### src/rtl/glb_bank_stream_reader.sv
// Sequential bank read initiator: issues credit-gated reads into a fixed-latency bank port and streams responses out.
// Optional abort support is compiled in with GLB_RD_ABORT_EN (adds cfg_abort).
module glb_bank_stream_reader #(
    parameter int BANK_ADDR_WIDTH  = 17,
    parameter int BANK_DATA_WIDTH  = 64,
    parameter int BANK_BYTE_OFFSET = 3,
    parameter int RD_LATENCY       = 3,
    parameter int FIFO_DEPTH       = 4,
    parameter int CNT_WIDTH        = 16
) (
    input  logic                       clk,
    input  logic                       reset_n,
    input  logic                       cfg_start,
    input  logic [BANK_ADDR_WIDTH-1:0] cfg_start_addr,
    input  logic [CNT_WIDTH-1:0]       cfg_num_words,
`ifdef GLB_RD_ABORT_EN
    input  logic                       cfg_abort,
`endif
    output logic                       busy,
    output logic                       done,
    output logic                       bank_ren,
    output logic                       bank_wen,
    output logic [BANK_ADDR_WIDTH-1:0] bank_addr,
    input  logic [BANK_DATA_WIDTH-1:0] bank_data_out,
    output logic [BANK_DATA_WIDTH-1:0] rd_data,
    output logic                       rd_data_valid,
    input  logic                       rd_data_ready,
    output logic [1:0]                 dbg_state
);
    localparam int WAW = BANK_ADDR_WIDTH - BANK_BYTE_OFFSET;
    localparam int PW  = $clog2(FIFO_DEPTH);
    localparam int SW  = $clog2(FIFO_DEPTH + RD_LATENCY + 1) + 1;

    localparam logic [1:0] S_IDLE  = 2'd0;
    localparam logic [1:0] S_ISSUE = 2'd1;
    localparam logic [1:0] S_DRAIN = 2'd2;
    localparam logic [1:0] S_DONE  = 2'd3;

    localparam logic [PW:0]   CNT_ONE = (PW + 1)'(1);
    localparam logic [PW:0]   CNT_MAX = (PW + 1)'(FIFO_DEPTH);
    localparam logic [SW-1:0] DEPTH_S = SW'(FIFO_DEPTH);

    logic [1:0]                 state_q, state_d;
    logic [CNT_WIDTH-1:0]       remaining_q, remaining_d, remaining_base;
    logic [WAW-1:0]             word_addr_q, word_addr_d;
    logic                       bank_ren_q, bank_ren_d;
    logic [BANK_ADDR_WIDTH-1:0] bank_addr_q, bank_addr_d;
    logic [RD_LATENCY-1:0]      pipe_q, pipe_d;
    logic [PW-1:0]              wr_ptr_q, wr_ptr_d, rd_ptr_q, rd_ptr_d;
    logic [PW:0]                count_q, count_d;
    logic                       drop_q, drop_d;
    logic [BANK_DATA_WIDTH-1:0] mem_q [FIFO_DEPTH];
    logic                       push, pop, abort_now;
    logic [SW-1:0]              committed;
    logic                       unused_addr_bits;

    assign unused_addr_bits = ^cfg_start_addr[BANK_BYTE_OFFSET-1:0];

`ifdef GLB_RD_ABORT_EN
    assign abort_now = cfg_abort && (state_q == S_ISSUE || state_q == S_DRAIN);
`else
    assign abort_now = 1'b0;
`endif

    assign busy          = (state_q == S_ISSUE) || (state_q == S_DRAIN);
    assign done          = (state_q == S_DONE);
    assign bank_ren      = bank_ren_q;
    assign bank_wen      = 1'b0;
    assign bank_addr     = bank_addr_q;
    assign rd_data_valid = (count_q != '0);
    assign rd_data       = rd_data_valid ? mem_q[rd_ptr_q] : '0;
    assign dbg_state     = state_q;

    always_comb begin
        pop  = rd_data_valid && rd_data_ready;
        push = pipe_q[RD_LATENCY-1] && !drop_q && !abort_now;

        pipe_d[0] = bank_ren_q;
        for (int i = 1; i < RD_LATENCY; i++) begin
            pipe_d[i] = pipe_q[i-1];
        end

        wr_ptr_d = wr_ptr_q;
        rd_ptr_d = rd_ptr_q;
        count_d  = count_q;
        if (push) wr_ptr_d = wr_ptr_q + PW'(1);
        if (pop)  rd_ptr_d = rd_ptr_q + PW'(1);
        if (push && !pop)      count_d = count_q + CNT_ONE;
        else if (!push && pop) count_d = count_q - CNT_ONE;
        if (abort_now) begin
            wr_ptr_d = '0;
            rd_ptr_d = '0;
            count_d  = '0;
        end

        state_d        = state_q;
        remaining_base = remaining_q;
        word_addr_d    = word_addr_q;
        drop_d         = drop_q;
        case (state_q)
            S_IDLE: begin
                if (cfg_start) begin
                    word_addr_d    = cfg_start_addr[BANK_ADDR_WIDTH-1:BANK_BYTE_OFFSET];
                    remaining_base = cfg_num_words;
                    state_d        = (cfg_num_words == '0) ? S_DONE : S_ISSUE;
                end
            end
            S_ISSUE: begin
                if (remaining_q == '0) state_d = S_DRAIN;
            end
            S_DRAIN: begin
                if (pipe_q == '0 && !bank_ren_q && count_q == '0) state_d = S_DONE;
            end
            default: begin
                state_d = S_IDLE;
                drop_d  = 1'b0;
            end
        endcase
        if (abort_now) begin
            state_d        = S_DRAIN;
            remaining_base = '0;
            drop_d         = 1'b1;
        end

        // Credit for next cycle's read: everything already owed a FIFO slot after this edge.
        committed = SW'(count_d);
        for (int i = 0; i < RD_LATENCY; i++) begin
            committed = committed + SW'(pipe_d[i]);
        end

        bank_ren_d  = (state_d == S_ISSUE) && (remaining_base != '0) && (committed < DEPTH_S);
        remaining_d = remaining_base - CNT_WIDTH'(bank_ren_d);
        bank_addr_d = bank_addr_q;
        if (bank_ren_d) begin
            bank_addr_d = {word_addr_d, {BANK_BYTE_OFFSET{1'b0}}};
            word_addr_d = word_addr_d + WAW'(1);
        end
    end

    always_ff @(posedge clk or negedge reset_n) begin
        if (!reset_n) begin
            state_q     <= S_IDLE;
            remaining_q <= '0;
            word_addr_q <= '0;
            bank_ren_q  <= 1'b0;
            bank_addr_q <= '0;
            pipe_q      <= '0;
            wr_ptr_q    <= '0;
            rd_ptr_q    <= '0;
            count_q     <= '0;
            drop_q      <= 1'b0;
        end else begin
            state_q     <= state_d;
            remaining_q <= remaining_d;
            word_addr_q <= word_addr_d;
            bank_ren_q  <= bank_ren_d;
            bank_addr_q <= bank_addr_d;
            pipe_q      <= pipe_d;
            wr_ptr_q    <= wr_ptr_d;
            rd_ptr_q    <= rd_ptr_d;
            count_q     <= count_d;
            drop_q      <= drop_d;
        end
    end

    always_ff @(posedge clk) begin
        if (push) mem_q[wr_ptr_q] <= bank_data_out;
    end

    fifo_no_overflow: assert property (@(posedge clk) disable iff (!reset_n)
        !(push && !pop && count_q == CNT_MAX));

endmodule

### config.mk
export PLATFORM = sky130hd
export DESIGN_NAME = glb_bank_stream_reader
export DESIGN_NICKNAME = d
export VERILOG_FILES = /design/src/rtl/glb_bank_stream_reader.sv
export SDC_FILE = /design/constraint.sdc
export NUM_CORES = 1
export LEC_CHECK = 0
export ABC_CLOCK_PERIOD_IN_PS = 5180
export CAP_MARGIN = 20
export CORE_MARGIN = 10
export CORE_UTILIZATION = 40
export DETAILED_ROUTE_END_ITERATION = 10
export HOLD_SLACK_MARGIN = 0.02
export PLACE_DENSITY = 0.68
export SLEW_MARGIN = 20
export SYNTH_ARGS = -nofsm -noshare
export SYNTH_HDL_FRONTEND = slang
export SYNTH_SLANG_ARGS = --single-unit
### constraint.sdc
create_clock -name clk -period 5.18 [get_ports clk]
set_clock_uncertainty 0.15 [all_clocks]
set_input_delay 1.036 -clock clk [delete_from_list [all_inputs] [get_ports clk]]
set_output_delay 1.036 -clock clk [all_outputs]
set_load 0.01 [all_outputs]
==> results.json, run 1 <==
{
  "grt_first_pass_wirelength_mm": 44.98,
  "ys_ff_latch": 313,
  "rr_endpoint": "remaining_q[14]",
  "synth_area_sq_um": 12990,
  "synth.top_cell.area_share": 0.5917,
  "p_leak_nw": 5.575,
  "syn_to_final_growth_pct": 26.01,
  "r2r-start": "count_q[1]",
  "route.detailed.drc": 0,
  "timing.final.crit_share": 0.8145,
  "worst_ep_required_time_ns": 5.41,
  "maxCapViolCount": 0,
  "antenna_left": 0,
  "syn_avg_cell_area_sq_um": 18.02,
  "synth_edf_count": 256,
  "fin_nets": 1034,
  "critPathCaptureType": "flip-flop",
  "startpoint_type": "input pin",
  "power_density_nw_per_um2": 560.0,
  "fmax_mhz": 237.0,
  "dp.cells": 1315,
  "hpwlAfterDp_mm": 17.59,
  "vdd_drop_max_mv": 0.3028,
  "dr.pass1.iters": 4,
  "rows": 65,
  "drive_gt1_frac": 0.1660,
  "ctsResizeCount": 0,
  "rsz0062_at_grt": "no",
  "hp-start": "pipe_q[1]",
  "crit_slowest_cell": "clkdlybuf4s50_1",
  "r2r_slack_ns": 1.31,
  "clkTransAtPathRegs_ns": 0.06,
  "worst_slew_pin_slew_ns": 1.113,
  "fillers": 2604,
  "cts_root_buf": "clkbuf_16",
  "setup_viol": 0,
  "grtUsageMet2": 0.2350,
  "h-tree-depth": 2,
  "async_flop_share": 0.1821,
  "clock-sinks": 313,
  "hold_class": "reg -> reg",
  "finalHoldViolCount": 0,
  "initial_core_util": 0.4085,
  "core_area_sq_um": 31800,
  "hold-path-endpoint": "pipe_q[2]",
  "grt_pass1_vias": 7683,
  "p_total_w": 0.009167,
  "die_x_microns": 200.2,
  "path_max_fanout": 5,
  "period_minus_slack_ns": 4.219,
  "cts_made_buffers": 35,
  "ys_types": 49,
  "ctsHoldBuffers": 0,
  "hold_depth": 0,
  "gr-max-usage-layer": "met2",
  "drtIter0Drc": 329,
  "cts_buffer_depth": 3,
  "ys_top_cells_by_count": "256 x edfxtp_1, 70 x and2_1, 64 x mux4_2",
  "crit_path_max_incr_delay_ns": 0.54,
  "grt_util_met1": 0.1822,
  "overflow": 0,
  "post-route-util": 0.5148,
  "yosysTopAreaCell": "edfxtp_1",
  "die_y_microns": 200.2,
  "die_area_sq_um": 40090,
  "cts_setup_buffers": 0,
  "detail_route.wl_per_cell_microns": 20.71,
  "status": "finished, final reports clean",
  "rr_worst_depth": 17,
  "antenna_found_initial": 1,
  "synth_most_common_cell": "edfxtp_1",
  "grt_usage": 0.1409,
  "slew_violations": 0,
  "yosys-top-cells-area": "edfxtp_1 59%, mux4_2 11%, dfrtp_1 11%, and2_1 3.4%, xnor2_1 1.6%",
  "wl_mm": 28.49,
  "relSlewSlack": 0.2577,
  "clk_latency_ns": 0.51,
  "fin_cells": 1376,
  "port_buffers": 181,
  "grt_max_degree": 68,
  "grtUsageMet3": 0.02627,
  "post_synth_inst_count": 721,
  "yosysWarnings": 0,
  "cpMostUsedCell": "ha_1",
  "critical_path_arrival_ns": 4.45,
  "vias": 6980,
  "viasPerCell": 5.073,
  "synth_top_flop_cell": "edfxtp_1",
  "yosysSeqAreaShare": 0.7015,
  "worstPathCellList": "clkdlybuf4s50_1 -> nand2_1 -> maj3_1 -> o21ai_0 -> ha_1 -> a31oi_1 -> and4b_1 -> nand2_2 -> inv_1 -> ha_1 -> ha_1 -> nand3_1 -> nor2_1 -> nand3_1 -> xor2_1",
  "io_pins": 189,
  "cts_tree": "done",
  "gp_congestion": 0.7894,
  "tns_ns": 0,
  "critPathKind": "in -> reg"
}
[layout by cell type (no fill, tap or decap), drive strengths merged, types with 3 or more instances in the layout]
cell type / n
edfxtp: 256
clkdlybuf4s50: 180
and2: 70
mux4: 64
dfrtp: 57
clkbuf: 49
xnor2: 23
mux2: 22
mux2i: 20
nand2: 18
inv: 17
nor2: 15
ha: 15
xor2: 13
nand4: 13
buf: 13
a21oi: 10
clkinv: 8
nor4: 7
nor3: 7
nand3: 7
o21ai: 6
and3: 6
a31oi: 6
a211o: 4
conb: 4
nor2b: 3
[sequential cells by signal, indices dropped and copies added (netlist names)]
| name | count |
|---|---|
| wr_ptr_q | 2 |
| remaining_q | 16 |
| bank_addr | 14 |
| rd_ptr_q | 2 |
| word_addr_q | 14 |
| dbg_state | 2 |
| mem_q | 256 |
| bank_ren | 1 |
| pipe_q | 3 |
| count_q | 3 |
[worst max-delay path: cells and delay by family]
family	cells	cell delay [ns]
compound gates	2	0.47
buf+inv	2	0.64
xor+xnor	1	0.17
simple gates	6	1.00
fa+ha+maj	4	1.13
[cell families (layout without fill, tap and decap cells)]
logic type / count (synthesis) / count (layout) / share of synthesized area
flops: 313 / 313 / 0.7015
simple gates: 156 / 156 / 0.06944
mux: 106 / 106 / 0.1477
buf+inv: 54 / 270 / 0.01888
compound gates: 37 / 37 / 0.02032
xor+xnor: 36 / 36 / 0.02427
fa+ha+maj: 18 / 18 / 0.01753
other cells: 1 / 5 / 0.0002887
[layer usage]
metal	wire, microns	vias up	part of all wire
met2	14180	175	0.50
met3	1353	36	0.047
met1	12420	3579	0.44
met5	0	-	0
li1	-	3190	-
met4	540	0	0.019
[worst max path at each step]
| stage | startpoint | end | depth (start not counted) |
|---|---|---|---|
| 3_5_place_dp | rd_data_ready | remaining_q[14] | 15 |
| 3_3_place_gp | rd_data_ready | remaining_q[14] | 15 |
| 6_report | rd_data_ready | remaining_q[14] | 15 |
| 4_1_cts | rd_ptr_q[0] | rd_data[49] | 4 |
| 5_1_grt | rd_data_ready | remaining_q[14] | 15 |
| 2_1_floorplan | rd_data_ready | remaining_q[14] | 16 |
[area by class of cell]
| cell class | count | area [sq um] | area share |
|---|---|---|---|
| antenna | 1 | 2.502 | 0.0001529 |
| clock buffer | 49 | 959.7 | 0.05862 |
| clock inverter | 11 | 103.9 | 0.006344 |
| inverter | 17 | 63.81 | 0.003898 |
| multi-input combinational | 357 | 3656 | 0.2233 |
| sequential | 313 | 9119 | 0.5570 |
| tap | 435 | 544.3 | 0.03325 |
| timing repair buffer | 193 | 1922 | 0.1174 |
[where the power goes]
part	leakage (nW)	internal, W	switching (W)
clock network	0.510	0.00135	0.000949
logic	2.08	0.00191	0.00156
registers	2.99	0.00312	0.000289
[per-stage QoR]
step | hold WS [ns] | instance area [sq um] | setup WS (ns)
after floorplan | 0.2165 | 13000 | 1.340
after global placement | 0.2259 | 15300 | 0.6168
after detailed placement | 0.2383 | 15300 | 0.5195
after CTS | 0.2513 | 16370 | 1.011
after global routing | 0.2764 | 16370 | 0.7802
final | 0.2528 | 16370 | 0.9607
(Power assumes the default switching activity.)
==> run 2, diff against run 1 <==
--- a/config.mk
+++ b/config.mk
@@ -5,13 +5,13 @@
 export SDC_FILE = /design/constraint.sdc
 export NUM_CORES = 1
 export LEC_CHECK = 0
-export ABC_CLOCK_PERIOD_IN_PS = 5180
+export ABC_CLOCK_PERIOD_IN_PS = 3450
 export CAP_MARGIN = 20
 export CORE_MARGIN = 10
 export CORE_UTILIZATION = 40
 export DETAILED_ROUTE_END_ITERATION = 10
 export HOLD_SLACK_MARGIN = 0.02
-export PLACE_DENSITY = 0.68
+export PLACE_DENSITY = 0.7
 export SLEW_MARGIN = 20
 export SYNTH_ARGS = -nofsm -noshare
 export SYNTH_HDL_FRONTEND = slang
==> constraint.sdc (replaced) <==
create_clock -name clk -period 3.45 [get_ports clk]
set_clock_uncertainty 0.15 [all_clocks]
set_input_delay 0.69 -clock clk [delete_from_list [all_inputs] [get_ports clk]]
set_output_delay 0.69 -clock clk [all_outputs]
set_load 0.01 [all_outputs]
==> run 2 against run 1 <==
Against the previous run: via count increased by 2.1%; core utilization increased by 1.4 points; register-to-register slack got worse by 1.2 ns; total power increased by 54%; highest routed layer unchanged.
==> results.json, run 2 (same netlist as run 1, synthesis figures left out) <==
{
  "regMostFlops": "mem_q",
  "cts_tree": "done",
  "grt_max_degree": 39,
  "crit_buf_inv": 2,
  "dr.max_layer_used": "met4",
  "core_area_sq_um": 31800,
  "h-tree-depth": 2,
  "layout_commonest_cell": "edfxtp_1",
  "antenna_cells": 0,
  "layout_setup_ws_ns": 0.1191,
  "power_density_nw_per_um2": 836.9,
  "dr.pass1.iters": 5,
  "gp_congestion": 0.8490,
  "setup_viol": 0,
  "worst_slew_pin_slew_ns": 0.6932,
  "finalHoldViolCount": 0,
  "period_minus_slack_ns": 3.331,
  "antenna_left": 0,
  "viasPerCell": 5.039,
  "io_pins": 189,
  "cts_root_buf": "clkbuf_16",
  "hpwlAfterDp_mm": 18.72,
  "largest_reg_flops": 256,
  "final_cell_mix": "256 x edfxtp_1, 179 x clkdlybuf4s50_1, 66 x and2_1",
  "reg_top3": "mem_q: 256 flops, remaining_q: 16 flops",
  "post-route-util": 0.5291,
  "worst_ep_required_time_ns": 2.61,
  "maxCapViolCount": 0,
  "cpLargestDelayFamily": "buffers and inverters",
  "grt_first_pass_wirelength_mm": 45.32,
  "grt_pass1_vias": 7773,
  "drtIter0Drc": 438,
  "critical_path_arrival_ns": 2.49,
  "critPathKind": "reg -> out",
  "holdWs_ns": 0.08278,
  "vias": 7125,
  "fmax_mhz": 300.2,
  "clock-sinks": 313,
  "hold_class": "in -> async",
  "drive_gt1_frac": 0.2104,
  "fillers": 2561,
  "die_x_microns": 200.2,
  "relSlewSlack": 0.5378,
  "port_buffers": 181,
  "fin_nets": 1070,
  "crit_slowest_cell": "mux4_2",
  "grt_usage": 0.1417,
  "vdd_drop_max_mv": 0.5547,
  "p_total_w": 0.01408,
  "status": "finished, final reports clean",
  "cts_buffer_depth": 3,
  "overflow": 0,
  "rows": 65,
  "wl_met2_mm": 14.75,
  "crit_path_max_incr_delay_ns": 0.54,
  "cts_made_buffers": 35,
  "detail_route.wl_per_cell_microns": 20.50,
  "p_leak_nw": 5.806,
  "postPlaceCellArea_sq_um": 15630,
  "dp_slack_ns": -0.3687,
  "finish.instance_area_sq_um": 16820,
  "routed-wl-met3_mm": 1.280,
  "clk_latency_ns": 0.50,
  "timing.final.crit_share": 0.9655,
  "path_max_fanout": 28,
  "critPathCaptureType": "primary output",
  "met1_length_mm": 12.35,
  "wl_mm": 28.98,
  "route.detailed.drc": 0,
  "initial_core_util": 0.4085,
  "clkTransAtPathRegs_ns": 0.06,
  "die_area_sq_um": 40090,
  "startpoint_type": "flip-flop",
  "slew_violations": 0,
  "antenna_found_initial": 0,
  "syn_to_final_growth_pct": 29.50,
  "worstPathCellList": "buf_12 -> mux4_2 -> and2_1 -> clkdlybuf4s50_1",
  "die_y_microns": 200.2
}
run 2: changes by cell type in the layout (fill, tap and decap cells not counted), moves of 3 or more:
cell | previous run | this run
buf_4 | 10 | 38
buf_12 | 2 | 8
clkinv_1 | 3 | 6
ha_1 | 15 | 12
run 2: metrics by stage:
| stage | std cells | setup TNS (ns) |
|---|---|---|
| after global placement | 1345 | -2.815 |
| after global routing | 1414 | -0.00002820 |
| after floorplan | 724 | 0 |
| after CTS | 1408 | 0 |
| after detailed placement | 1345 | -3.788 |
| final | 1414 | 0 |
run 2: final timing paths:
path                        startpoint             end  slack [ns]  cells past startpoint
setup / recovery           rd_ptr_q[0]     rd_data[24]        0.12                      4
hold / removal                 reset_n  remaining_q[6]        0.08                      1
setup reg to reg            count_q[0]  remaining_q[7]        0.14                     18
hold reg to reg              pipe_q[0]       pipe_q[1]        0.25                      0
max in group asynchronous      reset_n       pipe_q[2]        2.43                      2
min in group clk             pipe_q[0]       pipe_q[1]        0.25                      0
run 2: layout make-up:
| cell class | count | area, sq um | share of cell area |
|---|---|---|---|
| flip-flops and latches | 313 | 9119 | 0.5420 |
| multi-input cells | 357 | 3727 | 0.2216 |
| repair buffers | 229 | 2303 | 0.1369 |
| clock buffers | 46 | 938.4 | 0.05578 |
| well taps | 435 | 544.3 | 0.03235 |
| clock inverters | 17 | 127.6 | 0.007586 |
| inverters | 17 | 63.81 | 0.003793 |
run 2: timing repair:
| item | CTS | global route |
|---|---|---|
| gates resized for setup | 7 | 10 |
| pin swaps | 0 | 3 |
| cloned | 0 | 1 |
| buffers inserted | 0 | 5 |
| hold buffers | 0 | 0 |
| endpoints found under the hold margin | 0 | 0 |
| endpoints found under the setup margin | 30 | 36 |
run 2: where the power goes:
part           internal [W]  switching (W)
registers           0.00468       0.000306
logic               0.00310        0.00257
clock network       0.00200        0.00142
total               0.00978        0.00430
run 2: layer usage:
layer / up-vias / global-route usage
li1: 3265 / -
met1: 3646 / 0.1769
met2: 172 / 0.2430
met3: 42 / 0.02837
met4: 0 / 0.04334
met5: - / 0
